==> src/rtl/par_product_pkg.sv <==
// Shared widths and row type for the Wallace-tree multiplier front end.
package par_product_pkg;

    localparam int OP_W   = 16;
    localparam int PROD_W = 32;
    localparam int NUM_PP = 16;

    typedef logic [PROD_W-1:0] row_t;

endpackage : par_product_pkg

==> src/rtl/par_product_calc_csa.sv <==
// 3:2 carry-save compressor: three rows in, a sum row and a carry row out.
// The carry row is already shifted to its true weight; the bit that would
// land above W-1 is dropped, which is harmless because the product fits.
module csa_3_2
    import par_product_pkg::*;
#(
    parameter int W = PROD_W
) (
    input  logic [W-1:0] a,
    input  logic [W-1:0] b,
    input  logic [W-1:0] c,
    output logic [W-1:0] sum,
    output logic [W-1:0] carry
);

    // Bitwise full adder across the row: parity is the sum, majority the carry.
    always_comb begin
        sum   = a ^ b ^ c;
        carry = ((a & b) | (a & c) | (b & c)) << 1;
    end

endmodule : csa_3_2

==> src/rtl/par_product_calc.sv <==
// Unsigned 16x16 multiplier front end. Partial products are reduced by a
// six-level Wallace tree of 3:2 compressors (16->11->8->6->4->3->2 rows) and
// the final sum/carry pair is registered; a downstream adder completes the
// product. There is no handshake: a new operand pair is accepted every cycle
// and its reduced vectors appear after the next rising edge.
module par_product_calc
    import par_product_pkg::*;
#(
    parameter int WIDTH = OP_W
) (
    input  logic               clk,
    input  logic               rst_n,
    input  logic [WIDTH-1:0]   number1,
    input  logic [WIDTH-1:0]   number0,
    output logic [2*WIDTH-1:0] add_out1,
    output logic [2*WIDTH-1:0] add_out0
);

    // Rows at each level of the tree. Within a level, compressor j writes
    // its sum to row 2j and its carry to row 2j+1; leftover rows follow.
    row_t r0 [NUM_PP];
    row_t r1 [11];
    row_t r2 [8];
    row_t r3 [6];
    row_t r4 [4];
    row_t r5 [3];
    row_t r6 [2];

    row_t sum_d, carry_d;
    row_t sum_q, carry_q;

    // Partial products: row i is number1 gated by multiplier bit i, shifted by i.
    always_comb begin
        for (int i = 0; i < NUM_PP; i++) begin
            r0[i] = number0[i] ? (PROD_W'(number1) << i) : '0;
        end
    end

    genvar j;

    // Level 1: 16 rows -> 5 compressors + 1 pass-through = 11 rows.
    generate
        for (j = 0; j < 5; j++) begin : g_l1
            csa_3_2 #(.W(PROD_W)) u_csa (
                .a(r0[3*j]), .b(r0[3*j+1]), .c(r0[3*j+2]),
                .sum(r1[2*j]), .carry(r1[2*j+1])
            );
        end
    endgenerate
    assign r1[10] = r0[15];

    // Level 2: 11 rows -> 3 compressors + 2 pass-through = 8 rows.
    generate
        for (j = 0; j < 3; j++) begin : g_l2
            csa_3_2 #(.W(PROD_W)) u_csa (
                .a(r1[3*j]), .b(r1[3*j+1]), .c(r1[3*j+2]),
                .sum(r2[2*j]), .carry(r2[2*j+1])
            );
        end
    endgenerate
    assign r2[6] = r1[9];
    assign r2[7] = r1[10];

    // Level 3: 8 rows -> 2 compressors + 2 pass-through = 6 rows.
    generate
        for (j = 0; j < 2; j++) begin : g_l3
            csa_3_2 #(.W(PROD_W)) u_csa (
                .a(r2[3*j]), .b(r2[3*j+1]), .c(r2[3*j+2]),
                .sum(r3[2*j]), .carry(r3[2*j+1])
            );
        end
    endgenerate
    assign r3[4] = r2[6];
    assign r3[5] = r2[7];

    // Level 4: 6 rows -> 2 compressors = 4 rows.
    generate
        for (j = 0; j < 2; j++) begin : g_l4
            csa_3_2 #(.W(PROD_W)) u_csa (
                .a(r3[3*j]), .b(r3[3*j+1]), .c(r3[3*j+2]),
                .sum(r4[2*j]), .carry(r4[2*j+1])
            );
        end
    endgenerate

    // Level 5: 4 rows -> 1 compressor + 1 pass-through = 3 rows.
    csa_3_2 #(.W(PROD_W)) u_csa_l5 (
        .a(r4[0]), .b(r4[1]), .c(r4[2]),
        .sum(r5[0]), .carry(r5[1])
    );
    assign r5[2] = r4[3];

    // Level 6: 3 rows -> final sum/carry pair.
    csa_3_2 #(.W(PROD_W)) u_csa_l6 (
        .a(r5[0]), .b(r5[1]), .c(r5[2]),
        .sum(r6[0]), .carry(r6[1])
    );

    // Next-state values for the output register.
    always_comb begin
        sum_d   = r6[0];
        carry_d = r6[1];
    end

    // Output register; reset clears both vectors immediately and drops any
    // operand pair that was in flight.
    always_ff @(posedge clk or negedge rst_n) begin
        if (!rst_n) begin
            sum_q   <= '0;
            carry_q <= '0;
        end else begin
            sum_q   <= sum_d;
            carry_q <= carry_d;
        end
    end

    assign add_out0 = sum_q;
    assign add_out1 = carry_q;

endmodule : par_product_calc

==> config.mk <==
export PLATFORM = sky130hd
export DESIGN_NAME = par_product_calc
export DESIGN_NICKNAME = d
export VERILOG_FILES = /design/src/rtl/par_product_pkg.sv /design/src/rtl/par_product_calc_csa.sv /design/src/rtl/par_product_calc.sv
export SDC_FILE = /design/constraint.sdc
export NUM_CORES = 1
export LEC_CHECK = 0
export BUFFER_PORTS_ARGS = -buffer_cell sky130_fd_sc_hd__buf_4
export CORE_MARGIN = 3
export CORE_UTILIZATION = 50
export DETAILED_ROUTE_END_ITERATION = 16
export MAX_ROUTING_LAYER = met4
export PLACE_DENSITY = 0.74
export SYNTH_ARGS = -nofsm -noshare
export SYNTH_HDL_FRONTEND = slang
export SYNTH_HIERARCHICAL = 1
export SYNTH_SLANG_ARGS = --single-unit
export TNS_END_PERCENT = 10
==> constraint.sdc <==
create_clock -name clk -period 0.8 [get_ports clk]
set_input_delay 0.16 -clock clk [delete_from_list [all_inputs] [get_ports clk]]
set_output_delay 0.16 -clock clk [all_outputs]
set_load 0.02 [all_outputs]
== Word level (Yosys, flattened, before mapping) ==
Cells that the tools add are included.

* Register bits: 63
* Latch bits: 0
* Memory bits (writable): 0
* ROM bits: 0
* Input bits: 34
* Output and inout bits: 64
* Logic and storage cells: 116
* Memories: 0

* $add $sub $neg: 0
* Multiply operators: 0
* Divide/modulo/power cells: 0
* Magnitude comparators: 0
* Equal/unequal tests: 0
* Shift-type cells: 0
* Multiplexer cells: 16
* Bitwise gates (word level): 98
* Reduce and logical (&&, ||, !) cells: 0

{| class="wikitable"
|+ Operators with widths
! operator !! count
|-
| $and A31 B31 Y31 || 27
|-
| $or A31 B31 Y31 || 23
|-
| $xor A32 B32 Y32 || 16
|-
| $xor A32 B21 Y32 || 1
|-
| $xor A32 B31 Y32 || 1
|-
| $mux W31 || 1
|-
| $or A31 B18 Y31 || 1
|-
| $or A31 B21 Y31 || 1
|-
| $or A31 B24 Y31 || 1
|-
| $or A31 B27 Y31 || 1
|-
| $or A31 B30 Y31 || 1
|-
| $and A28 B30 Y30 || 1
|-
| $and A29 B30 Y30 || 1
|-
| $mux W30 || 1
|-
| $xor A29 B30 Y30 || 1
|-
| $and A28 B29 Y29 || 1
|-
| $mux W29 || 1
|-
| $xor A28 B29 Y29 || 1
|-
| $mux W28 || 1
|-
| $and A25 B27 Y27 || 1
|-
| $and A26 B27 Y27 || 1
|-
| $mux W27 || 1
|-
| $xor A26 B27 Y27 || 1
|-
| $and A25 B26 Y26 || 1
|-
| 27 further kinds || 27
|}

== Logic depth before layout (Yosys ltp) ==
Gate-level depths: netlist (run 1).

* Depth in word-level cells: 19
* Mapped depth: 8
* Mapped depth without buffers: 7

== Hierarchy ==
The synthesis (run 1) kept the hierarchy.

{| class="wikitable"
|+ Modules (own cells, without submodules)
! module !! instances !! cells each !! area each (um^2) !! seq. area each (um^2)
|-
| csa_3_2 || 14 || 34 || 655.6 || 0.0
|-
| par_product_calc || 1 || 353 || 3,555.9 || 1,601.5
|}

== Worst setup path after synthesis (run 1) ==
No wires, ideal clock.

* Path kind: input to register
* From: input port number0[0]
* To: register sum_q[10], in the netlist add_out0[10]
* Arrival: 3,437 ps
* Data required time: 664 ps
* Slack: -2,773 ps
* Cell stages on the path: 8
* Path buffers: 1
* Cell sequence: buf_6 and2_1 fa_1 fa_1 fa_1 fa_1 fa_1 fa_1

{| class="wikitable"
|+ RTL lines
! item !! RTL line !! RTL
|-
| from (decl) || par_product_calc.sv:14 || <nowiki>input logic [WIDTH-1:0] number0,</nowiki>
|-
| to (signal assigned) || par_product_calc.sv:112 || <nowiki>sum_q <= sum_d;</nowiki>
|-
| to (decl) || par_product_calc.sv:30 || <nowiki>row_t sum_q, carry_q;</nowiki>
|}

==> results of run 1 <==
-- registers in the layout (all words and copies together), names as in the netlist --
register and cells:
add_out1 32, add_out0 32
-- final cells by class --
| type | count | area share, % |
|---|---|---|
| clock buffers | 12 | 1.62 |
| clock inverters | 4 | 0.332 |
| multi-input cells | 974 | 75.3 |
| flip-flops and latches | 64 | 10.1 |
| well taps | 324 | 2.56 |
| repair buffers | 118 | 10.1 |
-- synthesized netlist by cell type --
| cell | n | share of area [%] |
|---|---|---|
| and2_1 | 241 | 12 |
| and2_2 | 15 | 0.88 |
| dfrtp_1 | 64 | 13 |
| buf_6 | 24 | 2.1 |
| buf_4 | 22 | 1.3 |
| fa_1 | 434 | 68 |
| xor3_1 | 14 | 2.6 |
| conb_1 | 15 | 0.44 |
-- per-layer routing --
metal	share of wire (%)	up-vias
met5	0	-
met2	55	195
met1	38	3902
li1	-	2861
met3	5.6	27
met4	1.6	0
-- power breakdown --
part,switching [uW],internal [uW]
registers,853,6040
logic,19900,20900
clock network,1680,2590
total,22400,29500
-- path summary, 6_finish.rpt --
kind | start | endpoint | slack, ps
worst max-delay path | number0[8] | add_out0[16] | -2530
worst min-delay path | rst_n | add_out0[13] | 180
min in group clk | number1[14] | add_out1[31] | 500
max in group asynchronous | rst_n | add_out0[21] | 200
-- what timing repair did --
item                                    in CTS  in global routing
pin swaps                                   83                 28
setup buffers                               10                  0
endpoints found under the hold margin       64                  0
resized for setup                          186                 41
cloned                                       6                  1
endpoints found under the setup margin     120                120
hold buffers                                 1                  0
-- through the flow --
stage	hold slack (ps)	total power, uW	cell area [sq um]	setup slack [ps]
floorplan	-136	34700	13800	-2630
global placement	0.216	43900	14500	-2910
global route	211	59100	15800	-2560
CTS	170	51700	15700	-2530
finish	179	51900	15800	-2530
detailed placement	2.48	45000	14500	-2960
-- cells by family (layout without fill, tap and decap cells) --
| kind of cell | count (synthesis) | in the layout |
|---|---|---|
| adders and majority gates | 434 | 434 |
| and+or+nand+nor | 256 | 256 |
| DFF | 64 | 64 |
| buffers and inverters | 46 | 134 |
| other | 15 | 270 |
| xor gates and xnor gates | 14 | 14 |
==> impl_metrics.tcl, run 1 <==
set metrics [dict create \
    drv_slew 0 \
    rows 57 \
    drive_above_1_share_pct 21.8 \
    required_ps 1020 \
    dpl.hpwl_um 20400 \
    cts_tree "done" \
    fill_cells 1814 \
    path_buf_inv 1 \
    htreeDepth 3 \
    layout_setup_ws_ps -2530 \
    hp-class "in -> async" \
    gr-max-usage-layer "met2" \
    clock-sinks 64 \
    hold_viol 0 \
    cts_root_buffer "clkbuf_16" \
    numCtsBuffers 9 \
    die_area_sq_um 27400 \
    grt_use_met3_pct 3.67 \
    globalplace.congestion 0.906 \
    ios 98 \
    fin_util_pct 64.2 \
    grt.overflow.total 0 \
    antennaDiodeCount 0 \
    viasPerCell 4.67 \
    grt_usage_pct 22.6 \
    synth_cell_types 8 \
    multiInputGateArea_sq_um 11900 \
    endpoint_kind "register" \
    synth.avg_cell_area_sq_um 15.4 \
    start_kind "input pin" \
    synth_seq_cells 64 \
    path_depth 8 \
    mostFrequentLayoutCells "fa_1 (393), conb_1 (270), and2_1 (174), buf_6 (76), and2_4 (72)" \
    use_met1_pct 28.9 \
    synthMuxAreaShare_pct 0 \
    cpMaxStageDelayCell "fa_1" \
    drv_cap 0 \
    drt_iter0_drc 303 \
    failed_checks "setup timing" \
    arrival_ps 3560 \
    synth-seq-area-share_pct 12.6 \
    crit_chain "buf_6 > and2_4 > fa_1 > fa_1 > fa_1 > fa_1 > fa_2 > fa_2" \
    power.density_nw_per_um2 3280 \
    grt_util_met2_pct 38.4 \
    grt_max_degree 32 \
    critical_path.top_delay_family "adder cells" \
    final_common_cell "fa_1" \
    die_height_um 166 \
    syn2layout_area_growth_pct 24.4 \
    antenna_found_initial 0 \
    cp_max_fo 16 \
    critPathKind "in -> reg" \
    fmax_mhz 300 \
    avgRoutedWirePerCell_um 17.5 \
    synth_warnings 6 \
    fin_tns_setup_ps -146190 \
    finalCriticalPeriod_ps 3330 \
    grt_first_pass_wirelength_um 45000 \
    synthXorXnorAreaFrac_pct 2.61 \
    dr.pass1.iters 4 \
    irDropWorstVdd_mv 3.60 \
    status "finished, violations left" \
    drtAntennaViolNets 0 \
    synth_compound_area_share_pct 0 \
    fin_crit_sh_pct 417 \
    cts_buffer_depth 2 \
    portBuffers 97 \
    finalWirelength_um 26100 \
    drcViolationCount 0 \
    cp_common_cell "fa_1" \
    initial_utilization_pct 51.6 \
    fin_cells 1496 \
    rsz0062_at_grt "yes" \
    synthCells 829 \
    final-seq-area_sq_um 1600 \
    nets 1635 \
    coreArea_sq_um 24700 \
    finalSetupViolCount 120 \
    die_w_um 166 \
    synth_top_family_by_area "adder cells" \
    post-place-cells 1462 \
    yosys.area_share.simple_pct 12.7 \
    slowest_delay_ps 600 \
    synth_area_sq_um 12700 \
    synth-adder-area-share_pct 68.2 \
    grt_pass1_vias 8788 \
    num_vias 6985 \
    p_leak_uw 0.00766 \
    path_clk_slew_ps 60 \
]
Note: power is estimated with default switching activity, not from simulation.
==> run 2: changes to the inputs <==
--- a/config.mk
+++ b/config.mk
@@ -10,7 +10,7 @@
 export CORE_UTILIZATION = 50
 export DETAILED_ROUTE_END_ITERATION = 16
 export MAX_ROUTING_LAYER = met4
-export PLACE_DENSITY = 0.74
+export PLACE_DENSITY = 0.71
 export SYNTH_ARGS = -nofsm -noshare
 export SYNTH_HDL_FRONTEND = slang
 export SYNTH_HIERARCHICAL = 1
==> constraint.sdc (replaced) <==
create_clock -name clk -period 4.3 [get_ports clk]
set_input_delay 0.86 -clock clk [delete_from_list [all_inputs] [get_ports clk]]
set_output_delay 0.86 -clock clk [all_outputs]
set_load 0.02 [all_outputs]
==> run 2 against run 1 <==
Net effect: cell count shrank 0.67%; critical endpoint is now add_out0[14]; sequential power shrank 82%; sequential share of layout area grew 0.71 points; total power shrank 82%; worst setup slack gained 2700 ps; the run now ends clean; largest power group unchanged.
==> impl_metrics.tcl, run 2 (synthesis gave the netlist of run 1 again) <==
set metrics [dict create \
    status "complete, no violations" \
    layout_setup_ws_ps 122 \
    dpl.hpwl_um 20300 \
    wl_met3_um 1730 \
    coreArea_sq_um 24700 \
    critical_path.top_delay_family "adder cells" \
    cp_common_cell "fa_1" \
    start_kind "input pin" \
    irDropWorstVdd_mv 0.812 \
    cp_max_fo 16 \
    drtAntennaViolNets 0 \
    drv_slew 0 \
    dr.pass1.iters 4 \
    finalWirelength_um 25200 \
    finalCriticalPeriod_ps 4180 \
    worst_slew_pin_slew_ps 910 \
    fill_cells 2037 \
    grt_pass1_vias 8621 \
    mostFrequentLayoutCells "fa_1 (433), conb_1 (270), and2_1 (241), buf_4 (108), dfrtp_1 (64)" \
    grt_first_pass_wirelength_um 44000 \
    final_common_cell "fa_1" \
    arrival_ps 4410 \
    rsz0062_at_grt "yes" \
    antennaDiodeCount 0 \
    hp-class "in -> async" \
    endpoint_kind "register" \
    antenna_found_initial 0 \
    ios 98 \
    grt_usage_pct 22.2 \
    grt.overflow.total 0 \
    critPathLaunch "number0[0]" \
    final-seq-area_sq_um 1600 \
    cts_root_buffer "clkbuf_16" \
    hold_viol 0 \
    crit_chain "buf_4 > and2_1 > fa_1 > fa_1 > fa_1 > fa_1 > fa_1 > fa_1" \
    die_w_um 166 \
    viasPerCell 4.59 \
    die_height_um 166 \
    clock-sinks 64 \
    post_cts_buffers 0 \
    drv_cap 0 \
    slew_headroom_pct 39.3 \
    crit_path_end "add_out0[14]" \
    p_leak_uw 0.00730 \
    wl_met1_um 9530 \
    num_vias 6817 \
    path_buf_inv 1 \
    die_area_sq_um 27400 \
    path_depth 8 \
    numCtsBuffers 9 \
    nets 1625 \
    drt_iter0_drc 227 \
    drcViolationCount 0 \
    fin_crit_sh_pct 97.2 \
    htreeDepth 3 \
    slowest_delay_ps 560 \
    power.density_nw_per_um2 646 \
    grt_max_degree 65 \
    multiInputGateArea_sq_um 11700 \
    cts_buffer_depth 2 \
    cpMaxStageDelayCell "fa_1" \
    fin_util_pct 60.0 \
    path_clk_slew_ps 70 \
    initial_utilization_pct 51.6 \
    syn2layout_area_growth_pct 16.3 \
    dr_wl_met2_um 13600 \
    finalSetupViolCount 0 \
    globalplace.congestion 0.892 \
    cts_tree "done" \
    portBuffers 97 \
    drive_above_1_share_pct 12.0 \
    dpl_worst_slack_ps -272 \
    finalPower_uw 9560 \
    highest_layer "met4" \
    fmax_mhz 239 \
    critPathKind "in -> reg" \
    avgRoutedWirePerCell_um 16.9 \
    rows 57 \
    required_ps 4530 \
]
## run 2: worst min-delay path by stage
stage / depth (start not counted) / to / slack, ps
5_1_grt: 1 / add_out1[13] / 720
6_report: 1 / add_out1[13] / 630
3_5_place_dp: 1 / add_out1[13] / 1060
2_1_floorplan: 0 / add_out0[0] / 560
3_3_place_gp: 1 / add_out1[13] / 1040
4_1_cts: 1 / add_out1[13] / 680
## run 2: cell type report
cell class	instances	share of cell area, %
Tap cell	324	2.74
Sequential cell	64	10.8
Timing Repair Buffer	108	5.48
Multi-Input combinational cell	974	78.7
Clock buffer	10	1.61
Clock inverter	6	0.609
## run 2: what timing repair did
item                       in CTS  in global routing
setup endpoints to repair       0                  2
gates resized for setup         0                  1
hold buffers                    0                  0
## run 2: power breakdown
part	leakage, uW	internal [uW]	switching, uW
clock	0.000159	528	345
sequential	0.000764	1120	95.9
combinational	0.00638	3630	3840
## run 2: per-layer routing
layer / track usage (%) / vias to the layer above
met4: 5.07 / 0
met3: 4.29 / 25
met2: 37.0 / 192
met1: 28.6 / 3770
met5: - / -
li1: - / 2830
## run 2: stage by stage
stage	hold WS [ps]	cells	setup TNS [ps]	cell area [sq um]
6_report	630	1486	0	14800
5_1_grt	715	1486	-10.1	14800
4_1_cts	678	1486	0	14800
3_5_place_dp	1060	1470	-7550	14500
3_3_place_gp	1040	1470	-6530	14500
2_1_floorplan	564	1084	0	13700
==> run 3: changes to the inputs <==
--- a/config.mk
+++ b/config.mk
@@ -10,7 +10,7 @@
 export CORE_UTILIZATION = 50
 export DETAILED_ROUTE_END_ITERATION = 16
 export MAX_ROUTING_LAYER = met4
-export PLACE_DENSITY = 0.71
+export PLACE_DENSITY = 0.68
 export SYNTH_ARGS = -nofsm -noshare
 export SYNTH_HDL_FRONTEND = slang
 export SYNTH_HIERARCHICAL = 1
==> run 3 against run 2 <==
Net effect: non-clock buffer count is 1 higher; sequential power hardly changed; routed wire length shrank 2.2%; global-route usage is 0.75 points lower; critical path type unchanged; largest cell class unchanged; largest power group unchanged.
==> impl_metrics.tcl, run 3 (synthesis gave the netlist of run 1 again) <==
set metrics [dict create \
    grt_max_degree 65 \
    num_vias 6774 \
    fin_crit_sh_pct 97.9 \
    grt_usage_pct 21.4 \
    critPathKind "in -> reg" \
    layout_setup_ws_ps 89.3 \
    globalplace.congestion 0.842 \
    cts_hold_buf 0 \
    htreeDepth 3 \
    slowest_delay_ps 560 \
    drive_above_1_share_pct 12.0 \
    drv_cap 0 \
    viasPerCell 4.56 \
    coreArea_sq_um 24700 \
    grt_first_pass_wirelength_um 42500 \
    dr.pass1.iters 4 \
    cp_common_cell "fa_1" \
    grt_pass1_vias 8372 \
    post_cts_buffers 0 \
    cp_max_fo 16 \
    cts_root_buffer "clkbuf_16" \
    placed_cell_area_sq_um 14500 \
    status "complete, no violations" \
    antennaDiodeCount 0 \
    power.density_nw_per_um2 638 \
    arrival_ps 4430 \
    ios 98 \
    path_buf_inv 1 \
    grt.overflow.total 0 \
    cts_buffer_depth 2 \
    avgRoutedWirePerCell_um 16.6 \
    initial_utilization_pct 51.6 \
    dpl.hpwl_um 20000 \
    hold_viol 0 \
    die_area_sq_um 27400 \
    nets 1626 \
    fill_cells 2008 \
    slew_headroom_pct 40.7 \
    fin_area_sq_um 14800 \
    finalWirelength_um 24600 \
    dpl_worst_slack_ps -257 \
    fmax_mhz 237 \
    crit_chain "buf_4 > and2_1 > fa_1 > fa_1 > fa_1 > fa_1 > fa_1 > fa_1" \
    drv_slew 0 \
    die_height_um 166 \
    die_w_um 166 \
    final_common_cell "fa_1" \
    cpMaxStageDelayCell "fa_1" \
    antenna_found_initial 0 \
    syn2layout_area_growth_pct 16.3 \
    finalCriticalPeriod_ps 4210 \
    drt_iter0_drc 259 \
    critical_path.top_delay_family "adder cells" \
    start_kind "input pin" \
    hp-class "in -> async" \
    rows 57 \
    required_ps 4520 \
    timing.hold.ws_ps 634 \
    portBuffers 97 \
    path_clk_slew_ps 60 \
    endpoint_kind "register" \
    irDropWorstVdd_mv 0.445 \
    drtAntennaViolNets 0 \
    clock-sinks 64 \
    numCtsBuffers 9 \
    p_leak_uw 0.00730 \
    rsz0062_at_grt "no" \
    post_cts_resized 0 \
    finalSetupViolCount 0 \
    cts_tree "done" \
    drcViolationCount 0 \
    mostFrequentLayoutCells "fa_1 (434), conb_1 (270), and2_1 (241), buf_4 (109), dfrtp_1 (64)" \
    worst_slew_pin_slew_ps 889 \
]
-- run 3: cell type report --
type | instances | area, sq um | area share, %
clock buffer | 9 | 225 | 1.52
clock inverter | 7 | 103 | 0.693
multi-input combinational | 974 | 11700 | 78.7
sequential | 64 | 1600 | 10.8
tap | 324 | 405 | 2.74
timing repair buffer | 109 | 818 | 5.53
-- run 3: how the worst max path moves through the flow --
stage / slack [ps] / start / cells past startpoint / end
floorplan: 30 / number0[0] / 8 / add_out0[6]
global placement: -250 / number1[15] / 8 / add_out0[15]
detailed placement: -260 / number0[9] / 9 / add_out0[12]
CTS: 100 / number1[15] / 8 / add_out0[15]
global route: 9 / number1[15] / 8 / add_out0[15]
finish: 90 / number1[15] / 8 / add_out0[15]
-- run 3: through the flow --
| step | util, % | cells | power (uW) | TNS, ps |
|---|---|---|---|---|
| floorplan | - | 1084 | 6690 | 0 |
| global placement | 58.7 | 1471 | 8370 | -6560 |
| detailed placement | 58.7 | 1471 | 8610 | -7380 |
| CTS | 60.0 | 1487 | 9540 | 0 |
| global route | 60.0 | 1487 | 10900 | 0 |
| finish | 60.0 | 1487 | 9440 | 0 |
-- run 3: routing by layer --
layer	share of wire [%]	track usage [%]	up-vias
li1	-	-	2835
met4	1.6	5.07	0
met3	5.6	3.84	23
met2	53	34.8	159
met5	0	-	-
met1	40	28.7	3757
-- run 3: where the power goes --
group / internal (uW) / switching (uW) / total [uW]
sequential: 1120 / 100 / 1220
combinational: 3580 / 3790 / 7370
clock: 514 / 333 / 848
total: 5220 / 4220 / 9440
